### config.mk
export PLATFORM = sky130hd
export DESIGN_NAME = morph_bbox_flat
export DESIGN_NICKNAME = d
export VERILOG_FILES = /design/src/rtl/morph_bbox_pkg.sv /design/src/rtl/morph_bbox_if.sv /design/src/rtl/morph_bbox_sync_edge.sv /design/src/rtl/morph_bbox.sv /design/src/flat_wrapper.sv
export SDC_FILE = /design/constraint.sdc
export NUM_CORES = 1
export LEC_CHECK = 0
export BUFFER_PORTS_ARGS = -buffer_cell sky130_fd_sc_hd__buf_2
export CORE_ASPECT_RATIO = 0.9
export CORE_MARGIN = 4
export CORE_UTILIZATION = 45
export CTS_BUF_LIST = sky130_fd_sc_hd__clkbuf_16
export DETAILED_ROUTE_END_ITERATION = 7
export PLACE_DENSITY = 0.67
export RECOVER_POWER = 50
export SYNTH_ARGS = -nofsm -noshare
export SYNTH_HDL_FRONTEND = slang
export SYNTH_SLANG_ARGS = --single-unit
### constraint.sdc
create_clock -name module_clk -period 3.55 [get_ports module_clk]
set_clock_uncertainty 0.1 [all_clocks]
set_input_delay 0.71 -clock module_clk [delete_from_list [all_inputs] [get_ports module_clk]]
set_output_delay 0.71 -clock module_clk [all_outputs]
set_load 0.05 [all_outputs]
### src/rtl/morph_bbox_pkg.sv
// Shared definitions for the morphology bounding-box stage: frame geometry
// defaults, coordinate/count widths and the frame-tracking FSM encoding.
package morph_bbox_pkg;

    localparam int DEF_IMG_W   = 640;
    localparam int DEF_IMG_H   = 480;
    localparam int DEF_MIN_PIX = 64;

    localparam int XW = 10;
    localparam int YW = 9;
    localparam int CW = 19;

    typedef enum logic [1:0] {
        WAIT_SYNC = 2'd0,
        ACTIVE    = 2'd1,
        LATCH     = 2'd2
    } state_e;

endpackage

### src/rtl/morph_bbox_if.sv
// Pixel-stream input and per-frame bounding-box result bundle.
// The master side is the morphology source plus the downstream consumer;
// the slave side is the bounding-box block itself.
interface morph_bbox_if;
    import morph_bbox_pkg::*;

    logic          cam_href;
    logic          cam_vsync;
    logic          din_val;
    logic          din;

    logic          box_valid;
    logic          box_found;
    logic [XW-1:0] x_min;
    logic [XW-1:0] x_max;
    logic [YW-1:0] y_min;
    logic [YW-1:0] y_max;
    logic [CW-1:0] pix_cnt;

    modport master (
        output cam_href, cam_vsync, din_val, din,
        input  box_valid, box_found, x_min, x_max, y_min, y_max, pix_cnt
    );

    modport slave (
        input  cam_href, cam_vsync, din_val, din,
        output box_valid, box_found, x_min, x_max, y_min, y_max, pix_cnt
    );

endinterface

### src/rtl/morph_bbox_sync_edge.sv
// Registers a sync signal once and produces single-cycle rise/fall pulses
// from the live input against its registered copy, so an edge is seen in
// the same cycle the new level arrives.
module sync_edge (
    input  logic clk_i,
    input  logic rst_ni,
    input  logic sig_i,
    output logic rise_o,
    output logic fall_o
);

    logic sig_q;

    // One-cycle history of the sync input.
    always_ff @(posedge clk_i or negedge rst_ni) begin
        if (!rst_ni) begin
            sig_q <= 1'b0;
        end else begin
            sig_q <= sig_i;
        end
    end

    assign rise_o = sig_i & ~sig_q;
    assign fall_o = ~sig_i & sig_q;

endmodule

### src/rtl/morph_bbox.sv
// Foreground bounding box and pixel count per frame from the eroded 1-bit
// pixel stream. Results are latched at each frame boundary and announced
// with a one-cycle box_valid pulse, two cycles after vsync rises.
module morph_bbox
    import morph_bbox_pkg::*;
#(
    parameter int IMG_W   = DEF_IMG_W,
    parameter int IMG_H   = DEF_IMG_H,
    parameter int MIN_PIX = DEF_MIN_PIX
) (
    input logic         module_clk,
    input logic         module_rst_n,
    morph_bbox_if.slave bus
);

    localparam logic [XW-1:0] X_LIM   = XW'(IMG_W);
    localparam logic [XW-1:0] X_INIT  = XW'(IMG_W - 1);
    localparam logic [YW-1:0] Y_LIM   = YW'(IMG_H);
    localparam logic [YW-1:0] Y_INIT  = YW'(IMG_H - 1);
    localparam logic [CW-1:0] CNT_MIN = CW'(MIN_PIX);

    logic          href_rise;
    logic          href_fall;
    logic          vsync_rise;
    logic          unused_vsync_fall;

    state_e        state_q, state_d;
    logic [XW-1:0] xc_q, xc_d;
    logic [YW-1:0] yc_q, yc_d;
    logic          line_act_q, line_act_d;

    logic [XW-1:0] xmin_q, xmin_d;
    logic [XW-1:0] xmax_q, xmax_d;
    logic [YW-1:0] ymin_q, ymin_d;
    logic [YW-1:0] ymax_q, ymax_d;
    logic [CW-1:0] cnt_q, cnt_d;

    logic          valid_q, valid_d;
    logic          found_q, found_d;
    logic [XW-1:0] oxmin_q, oxmin_d;
    logic [XW-1:0] oxmax_q, oxmax_d;
    logic [YW-1:0] oymin_q, oymin_d;
    logic [YW-1:0] oymax_q, oymax_d;
    logic [CW-1:0] ocnt_q, ocnt_d;

    logic          pix_hit;

    sync_edge u_href_edge (
        .clk_i  (module_clk),
        .rst_ni (module_rst_n),
        .sig_i  (bus.cam_href),
        .rise_o (href_rise),
        .fall_o (href_fall)
    );

    // The falling edge of vsync has no meaning for this block.
    sync_edge u_vsync_edge (
        .clk_i  (module_clk),
        .rst_ni (module_rst_n),
        .sig_i  (bus.cam_vsync),
        .rise_o (vsync_rise),
        .fall_o (unused_vsync_fall)
    );

    // A foreground pixel inside the active image area.
    assign pix_hit = bus.din_val & bus.din & (xc_q < X_LIM) & (yc_q < Y_LIM);

    // Pixel/line position tracking. Lines that carried no pixel strobe do
    // not advance y; x stops at IMG_W so overlong lines are ignored.
    always_comb begin
        xc_d       = xc_q;
        yc_d       = yc_q;
        line_act_d = line_act_q;

        if (href_fall) begin
            xc_d = '0;
        end else if (bus.cam_href && bus.din_val && (xc_q < X_LIM)) begin
            xc_d = xc_q + 1'b1;
        end

        if (bus.cam_href && bus.din_val) begin
            line_act_d = 1'b1;
        end else if (href_rise) begin
            line_act_d = 1'b0;
        end

        if (vsync_rise || (state_q == LATCH)) begin
            yc_d = '0;
        end else if (href_fall && line_act_q && (yc_q < Y_LIM)) begin
            yc_d = yc_q + 1'b1;
        end
    end

    // Accumulators restart from their init values outside ACTIVE; a pixel
    // arriving during LATCH is merged into the freshly started frame.
    always_comb begin
        xmin_d = xmin_q;
        xmax_d = xmax_q;
        ymin_d = ymin_q;
        ymax_d = ymax_q;
        cnt_d  = cnt_q;

        if (state_q != ACTIVE) begin
            xmin_d = X_INIT;
            xmax_d = '0;
            ymin_d = Y_INIT;
            ymax_d = '0;
            cnt_d  = '0;
        end

        if ((state_q != WAIT_SYNC) && pix_hit) begin
            if (xc_q < xmin_d) xmin_d = xc_q;
            if (xc_q > xmax_d) xmax_d = xc_q;
            if (yc_q < ymin_d) ymin_d = yc_q;
            if (yc_q > ymax_d) ymax_d = yc_q;
            if (cnt_d != '1)   cnt_d  = cnt_d + 1'b1;
        end
    end

    // Frame FSM next state, plus the result latch performed in LATCH.
    // An empty frame reports zero coordinates rather than the init values.
    always_comb begin
        state_d = state_q;
        valid_d = 1'b0;
        found_d = found_q;
        oxmin_d = oxmin_q;
        oxmax_d = oxmax_q;
        oymin_d = oymin_q;
        oymax_d = oymax_q;
        ocnt_d  = ocnt_q;

        case (state_q)
            WAIT_SYNC: if (vsync_rise) state_d = ACTIVE;
            ACTIVE:    if (vsync_rise) state_d = LATCH;
            LATCH:     state_d = ACTIVE;
            default:   state_d = WAIT_SYNC;
        endcase

        if (state_q == LATCH) begin
            valid_d = 1'b1;
            ocnt_d  = cnt_q;
            if (cnt_q == '0) begin
                found_d = 1'b0;
                oxmin_d = '0;
                oxmax_d = '0;
                oymin_d = '0;
                oymax_d = '0;
            end else begin
                found_d = (cnt_q >= CNT_MIN);
                oxmin_d = xmin_q;
                oxmax_d = xmax_q;
                oymin_d = ymin_q;
                oymax_d = ymax_q;
            end
        end
    end

    // FSM state and stream position registers.
    always_ff @(posedge module_clk or negedge module_rst_n) begin
        if (!module_rst_n) begin
            state_q    <= WAIT_SYNC;
            xc_q       <= '0;
            yc_q       <= '0;
            line_act_q <= 1'b0;
        end else begin
            state_q    <= state_d;
            xc_q       <= xc_d;
            yc_q       <= yc_d;
            line_act_q <= line_act_d;
        end
    end

    // Running per-frame accumulators.
    always_ff @(posedge module_clk or negedge module_rst_n) begin
        if (!module_rst_n) begin
            xmin_q <= X_INIT;
            xmax_q <= '0;
            ymin_q <= Y_INIT;
            ymax_q <= '0;
            cnt_q  <= '0;
        end else begin
            xmin_q <= xmin_d;
            xmax_q <= xmax_d;
            ymin_q <= ymin_d;
            ymax_q <= ymax_d;
            cnt_q  <= cnt_d;
        end
    end

    // Published results, held until the next frame boundary.
    always_ff @(posedge module_clk or negedge module_rst_n) begin
        if (!module_rst_n) begin
            valid_q <= 1'b0;
            found_q <= 1'b0;
            oxmin_q <= '0;
            oxmax_q <= '0;
            oymin_q <= '0;
            oymax_q <= '0;
            ocnt_q  <= '0;
        end else begin
            valid_q <= valid_d;
            found_q <= found_d;
            oxmin_q <= oxmin_d;
            oxmax_q <= oxmax_d;
            oymin_q <= oymin_d;
            oymax_q <= oymax_d;
            ocnt_q  <= ocnt_d;
        end
    end

    assign bus.box_valid = valid_q;
    assign bus.box_found = found_q;
    assign bus.x_min     = oxmin_q;
    assign bus.x_max     = oxmax_q;
    assign bus.y_min     = oymin_q;
    assign bus.y_max     = oymax_q;
    assign bus.pix_cnt   = ocnt_q;

endmodule
### src/flat_wrapper.sv
// flat-port wrapper written by rule: the top's interface ports become plain ports
module morph_bbox_flat import morph_bbox_pkg::*;
#(
    parameter int IMG_W   = DEF_IMG_W,
    parameter int IMG_H   = DEF_IMG_H,
    parameter int MIN_PIX = DEF_MIN_PIX
)
  (module_clk, module_rst_n, bus_cam_href, bus_cam_vsync, bus_din_val, bus_din, bus_box_valid, bus_box_found, bus_x_min, bus_x_max, bus_y_min, bus_y_max, bus_pix_cnt);
  morph_bbox_if bus_i ();
  input logic module_clk;
  input logic module_rst_n;
  input wire logic [$bits(bus_i.cam_href)-1:0] bus_cam_href;
  input wire logic [$bits(bus_i.cam_vsync)-1:0] bus_cam_vsync;
  input wire logic [$bits(bus_i.din_val)-1:0] bus_din_val;
  input wire logic [$bits(bus_i.din)-1:0] bus_din;
  output wire logic [$bits(bus_i.box_valid)-1:0] bus_box_valid;
  output wire logic [$bits(bus_i.box_found)-1:0] bus_box_found;
  output wire logic [$bits(bus_i.x_min)-1:0] bus_x_min;
  output wire logic [$bits(bus_i.x_max)-1:0] bus_x_max;
  output wire logic [$bits(bus_i.y_min)-1:0] bus_y_min;
  output wire logic [$bits(bus_i.y_max)-1:0] bus_y_max;
  output wire logic [$bits(bus_i.pix_cnt)-1:0] bus_pix_cnt;
  assign bus_i.cam_href = bus_cam_href;
  assign bus_i.cam_vsync = bus_cam_vsync;
  assign bus_i.din_val = bus_din_val;
  assign bus_i.din = bus_din;
  assign bus_box_valid = bus_i.box_valid;
  assign bus_box_found = bus_i.box_found;
  assign bus_x_min = bus_i.x_min;
  assign bus_x_max = bus_i.x_max;
  assign bus_y_min = bus_i.y_min;
  assign bus_y_max = bus_i.y_max;
  assign bus_pix_cnt = bus_i.pix_cnt;
  morph_bbox #(.IMG_W(IMG_W), .IMG_H(IMG_H), .MIN_PIX(MIN_PIX)) u_core (.module_clk(module_clk), .module_rst_n(module_rst_n), .bus(bus_i));
endmodule
Word-level counts from Yosys, hierarchy flattened
Index checks and enable logic that the tools add are counted.
{"block": "word_totals", "word_cells": 86, "out_inout_bits": 59, "in_bits": 6, "ff_bits": 140}
{"block": "op_classes", "n_reduce_logical": 13, "n_lt_le_gt_ge": 7, "muxes": 30, "addsub": 3, "n_eq_ne": 6, "bitwise": 9}
{"operator": "10-bit two-way mux", "count": 10}
{"operator": "9-bit two-way mux", "count": 10}
{"operator": "19-bit two-way mux", "count": 3}
{"operator": "19-bit by 1-bit adder with 19-bit output, second input constant", "count": 1}
{"operator": "19-bit by 7-bit >= comparator with 1-bit output, second input constant", "count": 1}
{"operator": "19-bit zero test", "count": 1}
{"operator": "19-bit != test, second input constant", "count": 1}
{"operator": "10-bit by 1-bit adder with 10-bit output, second input constant", "count": 1}
{"operator": "10-bit greater-than comparator", "count": 1}
{"operator": "10-bit less-than comparator", "count": 1}
{"operator": "10-bit less-than comparator, second input constant", "count": 1}
{"operator": "9-bit by 1-bit adder with 9-bit output, second input constant", "count": 1}
{"operator": "9-bit greater-than comparator", "count": 1}
{"operator": "9-bit less-than comparator", "count": 1}
{"operator": "9-bit less-than comparator, second input constant", "count": 1}
{"operator": "2-bit nonzero test", "count": 4}
{"operator": "1-bit AND", "count": 6}
{"operator": "2-bit by 1-bit != test with 1-bit output, second input constant", "count": 3}
{"operator": "2-bit one-hot mux with 3 select lines", "count": 1}
{"operator": "1-bit logical AND", "count": 5}
{"operator": "1-bit two-way mux", "count": 4}
{"operator": "2-bit two-way mux", "count": 2}
{"operator": "1-bit inverter", "count": 3}
{"operator": "2-bit by 1-bit == test with 1-bit output, second input constant", "count": 1}
{"operator": "4 further kinds", "count": 4}

Longest topological paths before layout
Gate-level depths: netlist of the first run.
{"block": "depth", "ltp_word": 6, "depth_mapped": 12, "mapped_depth_nobuf": 9}

Cells and area by module
Synthesis of the first run repeated with hierarchy kept, for this count alone.
{"block": "hier_totals", "cells_unflattened": 633, "hier_area_um2": 6722.7}
{"mod": "morph_bbox", "seq_area_each_um2": 3473.3, "instances": 1, "area_each_um2": 6642.6, "cells_per_inst": 627}
{"mod": "sync_edge", "seq_area_each_um2": 25.0, "instances": 2, "area_each_um2": 40.0, "cells_per_inst": 3}

Worst setup path after synthesis of the first run
No wires, ideal clock.
{"block": "synth_timing", "kind": "register to register", "from": "register u_core.state_q[0]", "to": "register u_core.xmax_q[0]", "t_arrival_ps": 2833, "path_stages_with_launch": 13, "setup_ps": 125, "required_time_ps": 3325, "setup_slack_ps": 492, "path_buffers": 3, "period_less_slack_ps": 3058, "cell_sequence": "dfrtp_1 -> nor2b_1 -> clkbuf_1 -> clkbuf_1 -> nand2_1 -> ha_1 -> nand4_1 -> nor2_1 -> o21ai_0 -> nand2_1 -> o311a_1 -> clkbuf_1 -> mux2_2"}
{"block": "synth_between", "elab_chain_len": 5, "word_cells_on_any_way": 7, "cone_classes": "order compare (1); eq/ne (1); mux (3); reduce/logical (2)"}
{"item": "start: declaration", "line": "morph_bbox.sv:27", "text": "state_e state_q, state_d;"}
{"item": "start signal: assignment", "line": "morph_bbox.sv:166", "text": "state_q <= state_d;"}
{"item": "2-bit by 1-bit != test with 1-bit output", "line": "morph_bbox.sv:103", "text": "if (state_q != ACTIVE) begin"}
{"item": "10-bit two-way mux", "line": "morph_bbox.sv:103"}
{"item": "10-bit greater-than comparator", "line": "morph_bbox.sv:113", "text": "if (xc_q > xmax_d) xmax_d = xc_q;"}
{"item": "10-bit two-way mux", "line": "morph_bbox.sv:113"}
{"item": "10-bit two-way mux *", "line": "morph_bbox.sv:111", "text": "if ((state_q != WAIT_SYNC) && pix_hit) begin"}
{"item": "net u_core.xmax_d[0]", "line": "morph_bbox.sv:33", "text": "logic [XW-1:0] xmax_q, xmax_d;"}
{"item": "end signal: assignment", "line": "morph_bbox.sv:183", "text": "xmax_q <= xmax_d;"}
{"item": "end: declaration", "line": "morph_bbox.sv:33"}
The timed path passes the listed nets; every way through them passes the cells marked *.
A chain may end at the register's enable or synchronous reset.

Worst setup path after layout of the first run
{"block": "layout_timing", "from": "register u_core.state_q[0]", "to": "register u_core.cnt_q[16]"}
{"block": "layout_between", "elab_chain_len": 5, "word_cells_on_any_way": 8, "cone_classes": "add/sub (1); eq/ne (2); mux (3); reduce/logical (2)"}
{"item": "2-bit by 1-bit != test with 1-bit output", "line": "morph_bbox.sv:103"}
{"item": "19-bit two-way mux", "line": "morph_bbox.sv:103"}
{"item": "19-bit by 1-bit adder with 19-bit output / 19-bit != test (equally long branches)", "line": "morph_bbox.sv:116", "text": "if (cnt_d != '1) cnt_d = cnt_d + 1'b1;"}
{"item": "19-bit two-way mux", "line": "morph_bbox.sv:116"}
{"item": "19-bit two-way mux *", "line": "morph_bbox.sv:111"}
{"item": "net u_core.cnt_d[16]", "line": "morph_bbox.sv:36", "text": "logic [CW-1:0] cnt_q, cnt_d;"}
{"item": "end signal: assignment", "line": "morph_bbox.sv:186", "text": "cnt_q <= cnt_d;"}
{"item": "end: declaration", "line": "morph_bbox.sv:36"}
Marked as above.

==> results of run 1 <==
[worst max path at each step]
stage | start | to | slack, ns | cells past startpoint
global placement | u_core.state_q[0] | u_core.xmax_q[0] | 0.58 | 9
floorplan | u_core.state_q[0] | u_core.xmax_q[0] | 0.49 | 12
CTS | u_core.state_q[0] | u_core.cnt_q[16] | 0.42 | 9
detailed placement | u_core.state_q[0] | u_core.cnt_q[16] | 0.44 | 9
global route | u_core.state_q[0] | u_core.cnt_q[16] | 0.12 | 9
finish | u_core.state_q[0] | u_core.cnt_q[16] | 0.38 | 9
[cells by family (layout without fill, tap and decap cells)]
kind of cell	after synthesis	after routing	synth area share, %
XOR/XNOR	27	27	3.600
AND/OR/NAND/NOR	188	188	13.85
adder cells (fa/ha/maj)	39	39	7.429
multiplexers	50	50	8.038
buffers and inverters	48	129	2.800
flip-flops	140	140	53.64
AO/OA/AOI/OAI	97	97	10.65
[flip-flops by register name, summed over array words and instances, names as in the netlist, 2 cells and up]
signal and cells:
u_core.xmax_q 10, u_core.yc_q 9, u_core.state_q 2, u_core.bus.pix_cnt 19, u_core.bus.x_min 10, u_core.ymax_q 9, u_core.xmin_q 10, u_core.bus.y_max 9
u_core.ymin_q 9, u_core.bus.x_max 10, u_core.bus.y_min 9, u_core.xc_q 10, u_core.cnt_q 19
[report_power, final]
group          switching (W)  total [W]  internal (W)
combinational       0.000930    0.00129      0.000359
clock               0.000651    0.00181       0.00116
sequential          0.000158    0.00203       0.00187
total                0.00174    0.00513       0.00339
[synth_stat cells, drive strengths merged, types with 7 or more instances]
| cell | n |
|---|---|
| ha | 39 |
| nor2 | 60 |
| nand3 | 15 |
| mux2i | 28 |
| dfstp | 16 |
| xnor2 | 14 |
| clkbuf | 24 |
| a21oi | 24 |
| nand2 | 48 |
| xor2 | 13 |
| nand4 | 18 |
| a22o | 39 |
| nor3 | 10 |
| mux2 | 22 |
| o21ai | 11 |
| and3 | 7 |
| inv | 20 |
| dfrtp | 124 |
[final cells by class]
cell class | instances | area share (%)
Sequential cell | 140 | 45.68
Tap cell | 193 | 3.131
Clock buffer | 17 | 5.516
Inverter | 20 | 0.9734
Multi-Input combinational cell | 401 | 37.41
Clock inverter | 15 | 2.336
Timing Repair Buffer | 77 | 4.948
[worst max-delay path, delay by kind of cell, from the launching register on]
kind	cells	cell delay (ns)
and+or+nand+nor	7	1.95
adders and majority gates	1	0.22
buffers and inverters	1	0.34
DFF	1	0.44
[metrics by stage]
| step | utilization, % | total power (W) |
|---|---|---|
| 2_1_floorplan | - | 0.002975 |
| 3_3_place_gp | 50.51 | 0.003326 |
| 3_5_place_dp | 50.51 | 0.003364 |
| 4_1_cts | 54.79 | 0.005195 |
| 5_1_grt | 54.47 | 0.005389 |
| 6_report | 54.47 | 0.005126 |
[layer usage]
metal	vias to the layer above	GRT usage [%]	part of all wire, %
li1	2230	-	-
met1	2291	26.51	47
met2	108	29.01	47
met3	12	4.877	5.6
met4	0	7.305	1.0
met5	-	0	0
==> summary.txt, run 1 <==
========================================================================================
Outcome ................................................................... finished, violations left
Violations in the final reports ........................................... max-capacitance violations, max-slew violations
Largest buffer count on any clock path ....................................            2
Number of cells on the worst hold path ....................................            1
Max Cap Viol ..............................................................            2
CP peak stage delay .......................................................      0.55 ns
Synthesized instance count ................................................          589
Post-route standard cell area excluding fillers ........................... 0.007712 mm^2
CTS H-Tree Depth ..........................................................            4
Cell with the most instances on the worst path ............................ sky130_fd_sc_hd__nor3_1
Total wirelength of the detailed-routed design ............................    14,540 um
DIE AREA .................................................................. 0.01660 mm^2
1st-iter DRT viols ........................................................          298
Die width .................................................................     135.4 um
R2R setup slack ...........................................................      0.38 ns
Startpoint types ..........................................................     register
Pins Over Slew Limit ......................................................          110
Reg area .................................................................. 0.003523 mm^2
Portion of the clock cycle consumed by the worst path in the final layout .       89.42%
Unrepaired setup endpoints after global routing ...........................        false
Antenna cells .............................................................            0
CTS tree ..................................................................        built
Clock tree root driver cell ............................................... sky130_fd_sc_hd__clkbuf_16
Half-perimeter wire length after detailed placement .......................    10,430 um
Initial core utilization ..................................................       46.39%
GPL Wtd Cong ..............................................................       0.8937
Largest net degree at the start of global routing .........................           75
Routed wirelength normalized by instance count ............................     16.85 um
Predominant post-synthesis flop cell ...................................... sky130_fd_sc_hd__dfrtp_1
Total clock buffers created by CTS ........................................           17
Final setup violation count ...............................................            0
Proportion of netlist area held by the largest area contributor ...........       47.24%
Residual DRC ..............................................................            0
Net count, final ..........................................................          702
Number of synthesized register bits .......................................          140
I/O pin total .............................................................           65
Clock sink count ..........................................................          140
Kind of path behind the tightest hold check ...............................    in -> reg
Yosys cell types ..........................................................           46
Non-filler instance count after layout ....................................          863
Antenna-violating nets left ...............................................            0
Post-detailed-placement cell area ......................................... 0.007152 mm^2
Hold Crit Start ........................................................... bus_cam_vsync
# resized after CTS .......................................................            0
CTS clock-pin slew for the worst setup and hold paths .....................      0.05 ns
Post-CTS setup buffer count ...............................................            0
Signed area change from the synthesized netlist to the final layout .......       17.41%
Hold Vio Cnt, Final .......................................................            0
Type of the worst setup path ..............................................   reg -> reg
Net count after synthesis .................................................          634
Inst Count DP .............................................................          831
Initial antenna violation count ...........................................            0
Row cnt ...................................................................           41
Min Clock Period, post-route ..............................................     3.175 ns
Cell type with the largest total area after synthesis ..................... sky130_fd_sc_hd__dfrtp_1
Post-synthesis average cell area ..........................................   11.15 um^2
CORE AREA ................................................................. 0.01416 mm^2
Area contributors post-synth .............................................. sky130_fd_sc_hd__dfrtp_1 (47%), sky130_fd_sc_hd__ha_1 (7.4%), sky130_fd_sc_hd__dfstp_2 (6.4%)
Reg2Reg Capture Point ..................................................... u_core.cnt_q[16]
Minimum setup slack in the final design ...................................    0.3755 ns
Count of synthesis-stage warnings from yosys ..............................            0
Clock latency of the later-clocked register in the worst-skew pair ........      0.42 ns
Worst-margin pin slew .....................................................     1.806 ns
Hold slack ................................................................    0.3790 ns
Number of synthesized flops with an enable pin ............................            0
Critical-path maximum fanout ..............................................           17
Arrival time at the worst endpoint ........................................      3.37 ns
Residual overflow from global routing .....................................            0
Leading cell type in the layout, fill and taps excluded ................... sky130_fd_sc_hd__dfrtp_1
Power Dens Cells .......................................................... 664.7 mW/mm^2
Number of buffers inserted by hold repair at cts ..........................            0
Vias in the first global route ............................................        4,929
Commonest cells after routing, fill and taps aside ........................ sky130_fd_sc_hd__dfrtp_1 (124), sky130_fd_sc_hd__nor2_1 (60), sky130_fd_sc_hd__nand2_1 (48)
Critical path required time ...............................................      3.75 ns
Crit path cell chain ...................................................... nor2b_2 -> buf_4 -> and2_1 -> ha_1 -> nand4_1 -> nor3_1 -> nor3b_1 -> and3_1 -> nor3_1
Mean number of vias per cell ..............................................        5.378
Sequential area share after synthesis .....................................       53.64%
Post-placement worst setup slack ..........................................    0.4369 ns
Multi-input logic area .................................................... 0.002885 mm^2
Total Negative Setup Slacks ...............................................         0 ns
Wire length of the first global-routing pass ..............................    24,790 um
Die height ................................................................     122.6 um
Largest voltage drop on the vdd net .......................................  0.0003385 V
Worst-case hold path end point ............................................ u_core.u_vsync_edge.sig_q
Fraction of final layout cells with drive strength greater than 1 .........       19.10%
Slowest CP cell ........................................................... sky130_fd_sc_hd__nor2b_2
Routed vias ...............................................................        4,641
Share of synthesized registers carrying an async set or reset .............       100.0%
Relative slew slack .......................................................      -20.39%
Number of buffers inserted by port buffering ..............................           64
Crit. End Element .........................................................     register
Cell area after technology mapping ........................................ 0.006569 mm^2
Max frequency .............................................................    315.0 MHz
DR pass1 iterations .......................................................            4
Overall global routing resource usage .....................................       19.10%
Worst flop-to-flop path startpoint ........................................ u_core.state_q[0]
Number of filler instances in the final layout ............................        1,244
Depth of the most critical reg-to-reg path ................................            9
Leakage power summed over all cells .......................................     3.696 nW
========================================================================================
(Power assumes the default switching activity.)
==> inputs of run 2 (changes only) <==
--- a/config.mk
+++ b/config.mk
@@ -8,10 +8,10 @@
 export BUFFER_PORTS_ARGS = -buffer_cell sky130_fd_sc_hd__buf_2
 export CORE_ASPECT_RATIO = 0.9
 export CORE_MARGIN = 4
-export CORE_UTILIZATION = 45
+export CORE_UTILIZATION = 64
 export CTS_BUF_LIST = sky130_fd_sc_hd__clkbuf_16
 export DETAILED_ROUTE_END_ITERATION = 7
-export PLACE_DENSITY = 0.67
+export PLACE_DENSITY = 0.89
 export RECOVER_POWER = 50
 export SYNTH_ARGS = -nofsm -noshare
 export SYNTH_HDL_FRONTEND = slang
==> constraint.sdc (replaced) <==
create_clock -name module_clk -period 3.9 [get_ports module_clk]
set_clock_uncertainty 0.1 [all_clocks]
set_input_delay 0.78 -clock module_clk [delete_from_list [all_inputs] [get_ports module_clk]]
set_output_delay 0.78 -clock module_clk [all_outputs]
set_load 0.05 [all_outputs]
==> run 2 against run 1 <==
Global-route usage increased by 7.5 points; core utilization rose by 23 points; worst setup slack better by 0.14 ns; hold slack improved by 0.0044 ns; flip-flop and latch count did not move; critical path type unchanged; the run still ends with max-capacitance violations, max-slew violations left; final cell count decreased by 8.0%; die area down 28%; first-iteration DRC count increased by 23%; critical path depth unchanged; final area decreased by 1.3%; register-to-register slack improved by 0.14 ns; fmax is 6.1% lower; highest routed layer unchanged.
==> summary.txt, run 2 (synthesis results as in run 1) <==
========================================================================================
Depth of the most critical reg-to-reg path ................................            9   unchanged
Worst Setup EP ............................................................ u_core.xmax_q[0]
Critical path required time ...............................................      4.10 ns   +0.35 ns
Total clock buffers created by CTS ........................................           17   unchanged
Max Cap Viol ..............................................................            1   -1
Overall global routing resource usage .....................................       26.62%   +7.5 points
I/O pin total .............................................................           65   unchanged
Half-perimeter wire length after detailed placement .......................    10,180 um   -2.3%
Vias in the first global route ............................................        4,943   +0.28%
Wire length of the first global-routing pass ..............................    25,170 um   +1.5%
Antenna cells .............................................................            0   unchanged
Initial core utilization ..................................................       66.84%   +20 points
Crit path cell chain ...................................................... nor2b_2 -> nand2_1 -> ha_1 -> nand4_1 -> nor2_1 -> o21ai_0 -> nand2_1 -> o311a_1 -> mux2_2
Row cnt ...................................................................           34   -17%
Signed area change from the synthesized netlist to the final layout .......       15.90%
Largest net degree at the start of global routing .........................           99   +32%
Beginning of the critical path ............................................ u_core.state_q[0]
Reg2Reg Capture Point ..................................................... u_core.xmax_q[0]
CTS tree ..................................................................        built
DR pass1 iterations .......................................................            5   +1
Largest voltage drop on the vdd net .......................................  0.0005745 V   +70%
Pins Over Slew Limit ......................................................           99   -10%
Residual DRC ..............................................................            0   unchanged
Total Negative Setup Slacks ...............................................         0 ns   unchanged
Hold Crit Start ........................................................... bus_cam_vsync
Outcome ................................................................... finished, violations left
Die width .................................................................     114.8 um   -15%
CORE AREA ................................................................. 0.009827 mm^2   -31%
Largest buffer count on any clock path ....................................            2   unchanged
Net count, final ..........................................................          700   -0.28%
Total wirelength of the detailed-routed design ............................    15,030 um   +3.3%
Kind of path behind the tightest hold check ...............................    in -> reg
CP peak stage delay .......................................................      0.74 ns   +0.19 ns
Initial antenna violation count ...........................................            0   unchanged
Unrepaired setup endpoints after global routing ...........................        false
Min Clock Period, post-route ..............................................     3.381 ns   +0.2066 ns
Crit. End Element .........................................................     register
Cell with the most instances on the worst path ............................ sky130_fd_sc_hd__nand2_1
Fraction of final layout cells with drive strength greater than 1 .........       20.96%   +1.9 points
R2R setup slack ...........................................................      0.52 ns   +0.14 ns
Hold Vio Cnt, Final .......................................................            0   unchanged
Mean number of vias per cell ..............................................        6.161   +15%
Routed vias ...............................................................        4,892   +5.4%
Non-filler instance count after layout ....................................          794   -8.0%
DIE AREA .................................................................. 0.01195 mm^2   -28%
Clock tree root driver cell ............................................... sky130_fd_sc_hd__clkbuf_16
Number of buffers inserted by port buffering ..............................           64   unchanged
Post-CTS setup buffer count ...............................................            0   unchanged
Startpoint types ..........................................................     register
Leading cell type in the layout, fill and taps excluded ................... sky130_fd_sc_hd__dfrtp_1
1st-iter DRT viols ........................................................          366   +23%
Critical-path maximum fanout ..............................................           17   unchanged
Max frequency .............................................................    295.8 MHz   -6.1%
Antenna-violating nets left ...............................................            0   unchanged
Violations in the final reports ........................................... max-capacitance violations, max-slew violations
Worst flop-to-flop path startpoint ........................................ u_core.state_q[0]
Reg area .................................................................. 0.003523 mm^2   unchanged
Relative slew slack .......................................................      -55.48%   -35 points
Residual overflow from global routing .....................................            0   unchanged
Routed wirelength normalized by instance count ............................     18.92 um   +12%
Arrival time at the worst endpoint ........................................      3.58 ns   +0.21 ns
Clock latency of the later-clocked register in the worst-skew pair ........      0.42 ns   about the same
CTS H-Tree Depth ..........................................................            4   unchanged
Commonest cells after routing, fill and taps aside ........................ sky130_fd_sc_hd__dfrtp_1 (124), sky130_fd_sc_hd__nor2_1 (60), sky130_fd_sc_hd__buf_2 (57)
Number of buffers inserted by hold repair at cts ..........................            0   unchanged
Die height ................................................................     104.1 um   -15%
Power, Total ..............................................................   0.004633 W   -9.6%
Inst Count DP .............................................................          761   -8.4%
Number of filler instances in the final layout ............................          582   -53%
Multi-input logic area .................................................... 0.002888 mm^2   about the same
End-of-flow core utilization ..............................................       77.48%   +23 points
# resized after CTS .......................................................            0   unchanged
Portion of the clock cycle consumed by the worst path in the final layout .       86.69%   -2.7 points
Slowest CP cell ........................................................... sky130_fd_sc_hd__nor2b_2
Worst-margin pin slew .....................................................     2.332 ns   +0.5263 ns
Final setup violation count ...............................................            0   unchanged
GPL Wtd Cong ..............................................................       0.9466   +5.9%
Leakage power summed over all cells .......................................     3.737 nW   +1.1%
CTS clock-pin slew for the worst setup and hold paths .....................      0.06 ns   about the same
Clock sink count ..........................................................          140   unchanged
Type of the worst setup path ..............................................   reg -> reg
Power Dens Cells .......................................................... 608.6 mW/mm^2   -8.4%
========================================================================================
run 2: cell count changes in the layout (fill, tap and decap cells not counted):
| cell | change |
|---|---|
| sky130_fd_sc_hd__clkinv_2 | -4 |
| sky130_fd_sc_hd__bufinv_16 | -1 |
| sky130_fd_sc_hd__buf_4 | -2 |
| sky130_fd_sc_hd__nand2b_1 | -1 |
| sky130_fd_sc_hd__clkinv_1 | +2 |
| sky130_fd_sc_hd__nand2b_2 | +1 |
| sky130_fd_sc_hd__inv_1 | +1 |
| sky130_fd_sc_hd__clkinvlp_4 | +1 |
| sky130_fd_sc_hd__clkinv_4 | +1 |
| sky130_fd_sc_hd__clkbuf_1 | -16 |
| sky130_fd_sc_hd__buf_2 | +16 |
run 2: worst min path at each step:
stage / slack, ns / cells after the start / endpoint
after CTS: 0.37 / 1 / u_core.u_vsync_edge.sig_q
after global routing: 0.36 / 1 / u_core.u_vsync_edge.sig_q
after detailed placement: 0.38 / 1 / u_core.line_act_q
after floorplan: 0.35 / 1 / u_core.line_act_q
final: 0.38 / 1 / u_core.u_vsync_edge.sig_q
after global placement: 0.37 / 2 / u_core.bus.box_found
run 2: power breakdown:
part | switching, W | internal (W)
logic | 0.000862 | 0.000333
clock network | 0.000597 | 0.000990
registers | 0.000149 | 0.00170
total | 0.00161 | 0.00303
run 2: worst max-delay path, delay by kind of cell, from the launching register on:
| family | cells | cell delay, ns |
|---|---|---|
| AND/OR/NAND/NOR | 5 | 1.27 |
| AO/OA/AOI/OAI | 2 | 0.66 |
| flip-flops | 1 | 0.44 |
| multiplexers | 1 | 0.40 |
| adder cells (fa/ha/maj) | 1 | 0.38 |
run 2: layer usage:
metal,vias to the layer above,track usage (%),wire [um]
met4,0,9.472,333
li1,2231,-,-
met2,171,42.60,7513
met5,-,0,0
met1,2457,35.02,6285
met3,33,7.097,893
run 2: area by class of cell:
cell class / count / area share (%)
multi-input combinational: 401 / 37.93
timing repair buffer: 75 / 5.078
sequential: 140 / 46.28
clock inverter: 15 / 2.071
inverter: 20 / 0.9860
tap: 126 / 2.071
clock buffer: 17 / 5.588
run 2: per-stage QoR:
step	area, um^2	setup WS [ns]	hold WS [ns]
finish	7614	0.5189	0.3833
global route	7614	0.2137	0.3639
CTS	7629	0.5551	0.3699
detailed placement	7046	0.6817	0.3812
global placement	7046	0.8023	0.3689
floorplan	6569	0.8419	0.3546
==> inputs of run 3 (changes only) <==
--- a/config.mk
+++ b/config.mk
@@ -5,13 +5,14 @@
 export SDC_FILE = /design/constraint.sdc
 export NUM_CORES = 1
 export LEC_CHECK = 0
+export ABC_AREA = 1
 export BUFFER_PORTS_ARGS = -buffer_cell sky130_fd_sc_hd__buf_2
 export CORE_ASPECT_RATIO = 0.9
 export CORE_MARGIN = 4
-export CORE_UTILIZATION = 64
+export CORE_UTILIZATION = 65
 export CTS_BUF_LIST = sky130_fd_sc_hd__clkbuf_16
 export DETAILED_ROUTE_END_ITERATION = 7
-export PLACE_DENSITY = 0.89
+export PLACE_DENSITY = 0.9
 export RECOVER_POWER = 50
 export SYNTH_ARGS = -nofsm -noshare
 export SYNTH_HDL_FRONTEND = slang
==> run 3 against run 2 <==
The flow still finishes with violations (max-capacitance violations, max-slew violations); clock power is 14% lower; final area is 13% higher; die area is 14% higher; via count is 45% higher; largest cell class unchanged.
==> summary.txt, run 3 <==
========================================================================================
CORE AREA ................................................................. 0.01148 mm^2   +17%
Critical-path maximum fanout ..............................................           21   +4
Leading cell type in the layout, fill and taps excluded ................... sky130_fd_sc_hd__nand2_1
Antenna-violating nets left ...............................................            0   unchanged
Total Negative Setup Slacks ...............................................         0 ns   unchanged
Fraction of final layout cells with drive strength greater than 1 .........       11.00%   -10 points
DIE AREA .................................................................. 0.01362 mm^2   +14%
Cell with the most instances after synthesis .............................. sky130_fd_sc_hd__nand2_1
Largest net degree at the start of global routing .........................           88   -11%
Net count after synthesis .................................................        1,044   +65%
Power Dens Cells .......................................................... 480.6 mW/mm^2   -21%
Clock latency of the later-clocked register in the worst-skew pair ........      0.43 ns   about the same
Synthesized instance count ................................................          999   +70%
Critical path required time ...............................................      4.11 ns   about the same
Predominant post-synthesis flop cell ...................................... sky130_fd_sc_hd__dfrtp_1
Hold Vio Cnt, Final .......................................................            0   unchanged
Total clock buffers created by CTS ........................................           17   unchanged
Min Clock Period, post-route ..............................................     3.465 ns   +0.08363 ns
GRT busiest layer .........................................................         met2
CTS H-Tree Depth ..........................................................            4   unchanged
Type of the worst setup path ..............................................   reg -> reg
Routed wirelength normalized by instance count ............................     15.52 um   -18%
Post-synthesis average cell area ..........................................   7.688 um^2   -31%
Violations in the final reports ........................................... max-capacitance violations, max-slew violations
Area contributors post-synth .............................................. sky130_fd_sc_hd__dfrtp_1 (40%), sky130_fd_sc_hd__nand2_1 (15%), sky130_fd_sc_hd__ha_1 (6.4%)
Share of synthesized registers carrying an async set or reset .............       100.0%   unchanged
Internal power ............................................................   0.002636 W   -13%
Post-CTS setup buffer count ...............................................            0   unchanged
Portion of the clock cycle consumed by the worst path in the final layout .       88.84%   +2.1 points
Relative slew slack .......................................................      -90.73%   -35 points
Gate power share ..........................................................        24.8%   -1.0 points
Residual DRC ..............................................................            0   unchanged
DR pass1 iterations .......................................................            7   +2
Crit. End Element .........................................................     register
Minimum setup slack in the final design ...................................    0.4353 ns   -0.08363 ns
Pins Over Slew Limit ......................................................           55   -44%
Worst-margin pin slew .....................................................     2.861 ns   +0.5288 ns
Signed area change from the synthesized netlist to the final layout .......       11.57%
Post-placement worst setup slack ..........................................    0.4713 ns   -0.2104 ns
Yosys cell types ..........................................................           42   -8.7%
Die width .................................................................     122.6 um   +6.8%
GR Layer Usage met3 .......................................................       6.888%   -0.21 points
Routed vias ...............................................................        7,096   +45%
Clock sink count ..........................................................          140   unchanged
Portion of total power attributed to the clock network ....................        33.0%   -1.3 points
Max Cap Viol ..............................................................            1   unchanged
Outcome ................................................................... finished, violations left
Antenna cells .............................................................            0   unchanged
Largest voltage drop on the vdd net .......................................  0.0003815 V   -34%
Number of buffers inserted by port buffering ..............................           64   unchanged
Clock tree root driver cell ............................................... sky130_fd_sc_hd__clkbuf_16
Wire length of the first global-routing pass ..............................    31,880 um   +27%
GPL Wtd Cong ..............................................................       0.8945   -5.5%
Met1 track demand over resource ...........................................       39.36%   +4.3 points
Most instantiated cells after synthesis ................................... sky130_fd_sc_hd__nand2_1 (314), sky130_fd_sc_hd__inv_1 (127), sky130_fd_sc_hd__dfrtp_1 (124)
Final setup violation count ...............................................            0   unchanged
Total wirelength of the detailed-routed design ............................    19,070 um   +27%
NetSw .....................................................................   0.001481 W   -7.9%
Number of synthesized register bits .......................................          140   unchanged
Cell area after technology mapping ........................................ 0.007680 mm^2   +17%
Count of synthesis-stage warnings from yosys ..............................            0   unchanged
CTS clock-pin slew for the worst setup and hold paths .....................      0.06 ns   about the same
I/O pin total .............................................................           65   unchanged
Vias in the first global route ............................................        6,721   +36%
Number of buffers inserted by hold repair at cts ..........................            0   unchanged
Die height ................................................................     111.1 um   +6.7%
Initial core utilization ..................................................       66.89%   about the same
Startpoint types ..........................................................     register
Largest buffer count on any clock path ....................................            2   unchanged
Row cnt ...................................................................           37   +8.8%
Initial antenna violation count ...........................................            0   unchanged
Unrepaired setup endpoints after global routing ...........................        false
Fraction of power consumed by sequential logic ............................        42.3%   +2.3 points
CTS tree ..................................................................        built
Overall global routing resource usage .....................................       28.89%   +2.3 points
Sequential area share after synthesis .....................................       45.88%   -7.8 points
Cell type with the largest total area after synthesis ..................... sky130_fd_sc_hd__dfrtp_1
Half-perimeter wire length after detailed placement .......................    12,360 um   +21%
Sw Share ..................................................................       35.97%   +1.3 points
# resized after CTS .......................................................            0   unchanged
Commonest cells after routing, fill and taps aside ........................ sky130_fd_sc_hd__nand2_1 (314), sky130_fd_sc_hd__inv_1 (134), sky130_fd_sc_hd__dfrtp_1 (124)
Number of synthesized flops with an enable pin ............................            0   unchanged
Leakage power summed over all cells .......................................     4.395 nW   +18%
Met2 track demand over resource ...........................................       45.49%   +2.9 points
Kind of path behind the tightest hold check ...............................   reg -> reg
Proportion of netlist area held by the largest area contributor ...........       40.40%   -6.8 points
Arrival time at the worst endpoint ........................................      3.68 ns   +0.10 ns
Mean number of vias per cell ..............................................        5.774   -6.3%
1st-iter DRT viols ........................................................          698   +91%
Max frequency .............................................................    288.6 MHz   -2.4%
Residual overflow from global routing .....................................            0   unchanged
Net count, final ..........................................................        1,105   +58%
========================================================================================
run 3: cell count changes after synthesis, moves of 10 or more:
cell                       before  now
sky130_fd_sc_hd__nand2_1       48  314
sky130_fd_sc_hd__nor2_1        60   84
sky130_fd_sc_hd__xnor2_1       14    1
sky130_fd_sc_hd__mux2_2        22    0
sky130_fd_sc_hd__o21ai_0       11   63
sky130_fd_sc_hd__nor2_2         0   10
sky130_fd_sc_hd__nand3_1       15   74
sky130_fd_sc_hd__a22o_1        39    0
sky130_fd_sc_hd__mux2i_1       28    0
sky130_fd_sc_hd__xor2_1        13    1
sky130_fd_sc_hd__clkbuf_1      24   12
sky130_fd_sc_hd__nand4_1       18   36
sky130_fd_sc_hd__inv_1         20  127
run 3: layout make-up:
| class | instances | area (um^2) |
|---|---|---|
| tap | 156 | 195.2 |
| timing repair buffer | 73 | 361.6 |
| sequential | 140 | 3523 |
| inverter | 128 | 480.5 |
| clock inverter | 15 | 60.06 |
| fill | 855 | 2913 |
| clock buffer | 17 | 425.4 |
| multi-input combinational | 700 | 3522 |
run 3: power groups by stage:
stage / Sequential (W) / Combinational, W / Clock, W
6_report: 0.00174 / 0.00102 / 0.00136
3_5_place_dp: 0.00176 / 0.00101 / 0
3_3_place_gp: 0.00175 / 0.000989 / 0
5_1_grt: 0.00176 / 0.00110 / 0.00142
4_1_cts: 0.00174 / 0.00102 / 0.00136
2_1_floorplan: 0.00201 / 0.000481 / 0
run 3: kinds of logic after synthesis:
group	count (synthesis)	share of synthesized area [%]
flip-flops	140	45.88
AND/OR/NAND/NOR	550	31.25
AO/OA/AOI/OAI	109	8.113
XOR/XNOR	2	0.2281
adder cells (fa/ha/maj)	39	6.354
buffers and inverters	159	8.179
run 3: final timing paths:
path | cells after the start | endpoint | start | slack (ns)
max | 9 | u_core.xmin_q[7] | u_core.state_q[1] | 0.44
min | 2 | u_core.bus.pix_cnt[7] | u_core.bus.pix_cnt[7] | 0.38
max reg2reg | 9 | u_core.xmin_q[7] | u_core.state_q[1] | 0.44
min reg2reg | 2 | u_core.bus.pix_cnt[7] | u_core.bus.pix_cnt[7] | 0.38
max in group asynchronous | 2 | u_core.xc_q[8] | module_rst_n | 0.67
min in group asynchronous | 1 | u_core.bus.y_max[5] | module_rst_n | 1.17
run 3: routing by layer:
layer / share of wire, % / wire length, um
met1: 42 / 8039
met2: 47 / 8977
met5: 0 / 0
met4: 2.0 / 389
met3: 8.7 / 1661
run 3: through the flow:
| stage | total power (W) | cells | hold WS, ns | cell area, um^2 | utilization (%) |
|---|---|---|---|---|---|
| after global placement | 0.002741 | 1197 | 0.3538 | 8134 | 70.85 |
| after floorplan | 0.002495 | 999 | 0.3634 | 7680 | - |
| after detailed placement | 0.002769 | 1197 | 0.3606 | 8134 | 70.85 |
| final | 0.004118 | 1229 | 0.3755 | 8568 | 74.63 |
| after CTS | 0.004119 | 1229 | 0.2201 | 8620 | 75.08 |
| after global routing | 0.004282 | 1229 | 0.3748 | 8568 | 74.63 |
run 3: critical path, cell delays in order, from the launching register on:
cell and delay [ns]:
sky130_fd_sc_hd__dfrtp_1 0.41, sky130_fd_sc_hd__inv_2 0.31, sky130_fd_sc_hd__nand2_2 0.35, sky130_fd_sc_hd__nor2_1 0.23, sky130_fd_sc_hd__ha_1 0.25, sky130_fd_sc_hd__a21boi_0 0.12, sky130_fd_sc_hd__o21ai_0 0.76, sky130_fd_sc_hd__nand3_1 0.55
sky130_fd_sc_hd__nand2_1 0.19, sky130_fd_sc_hd__nand2_1 0.08
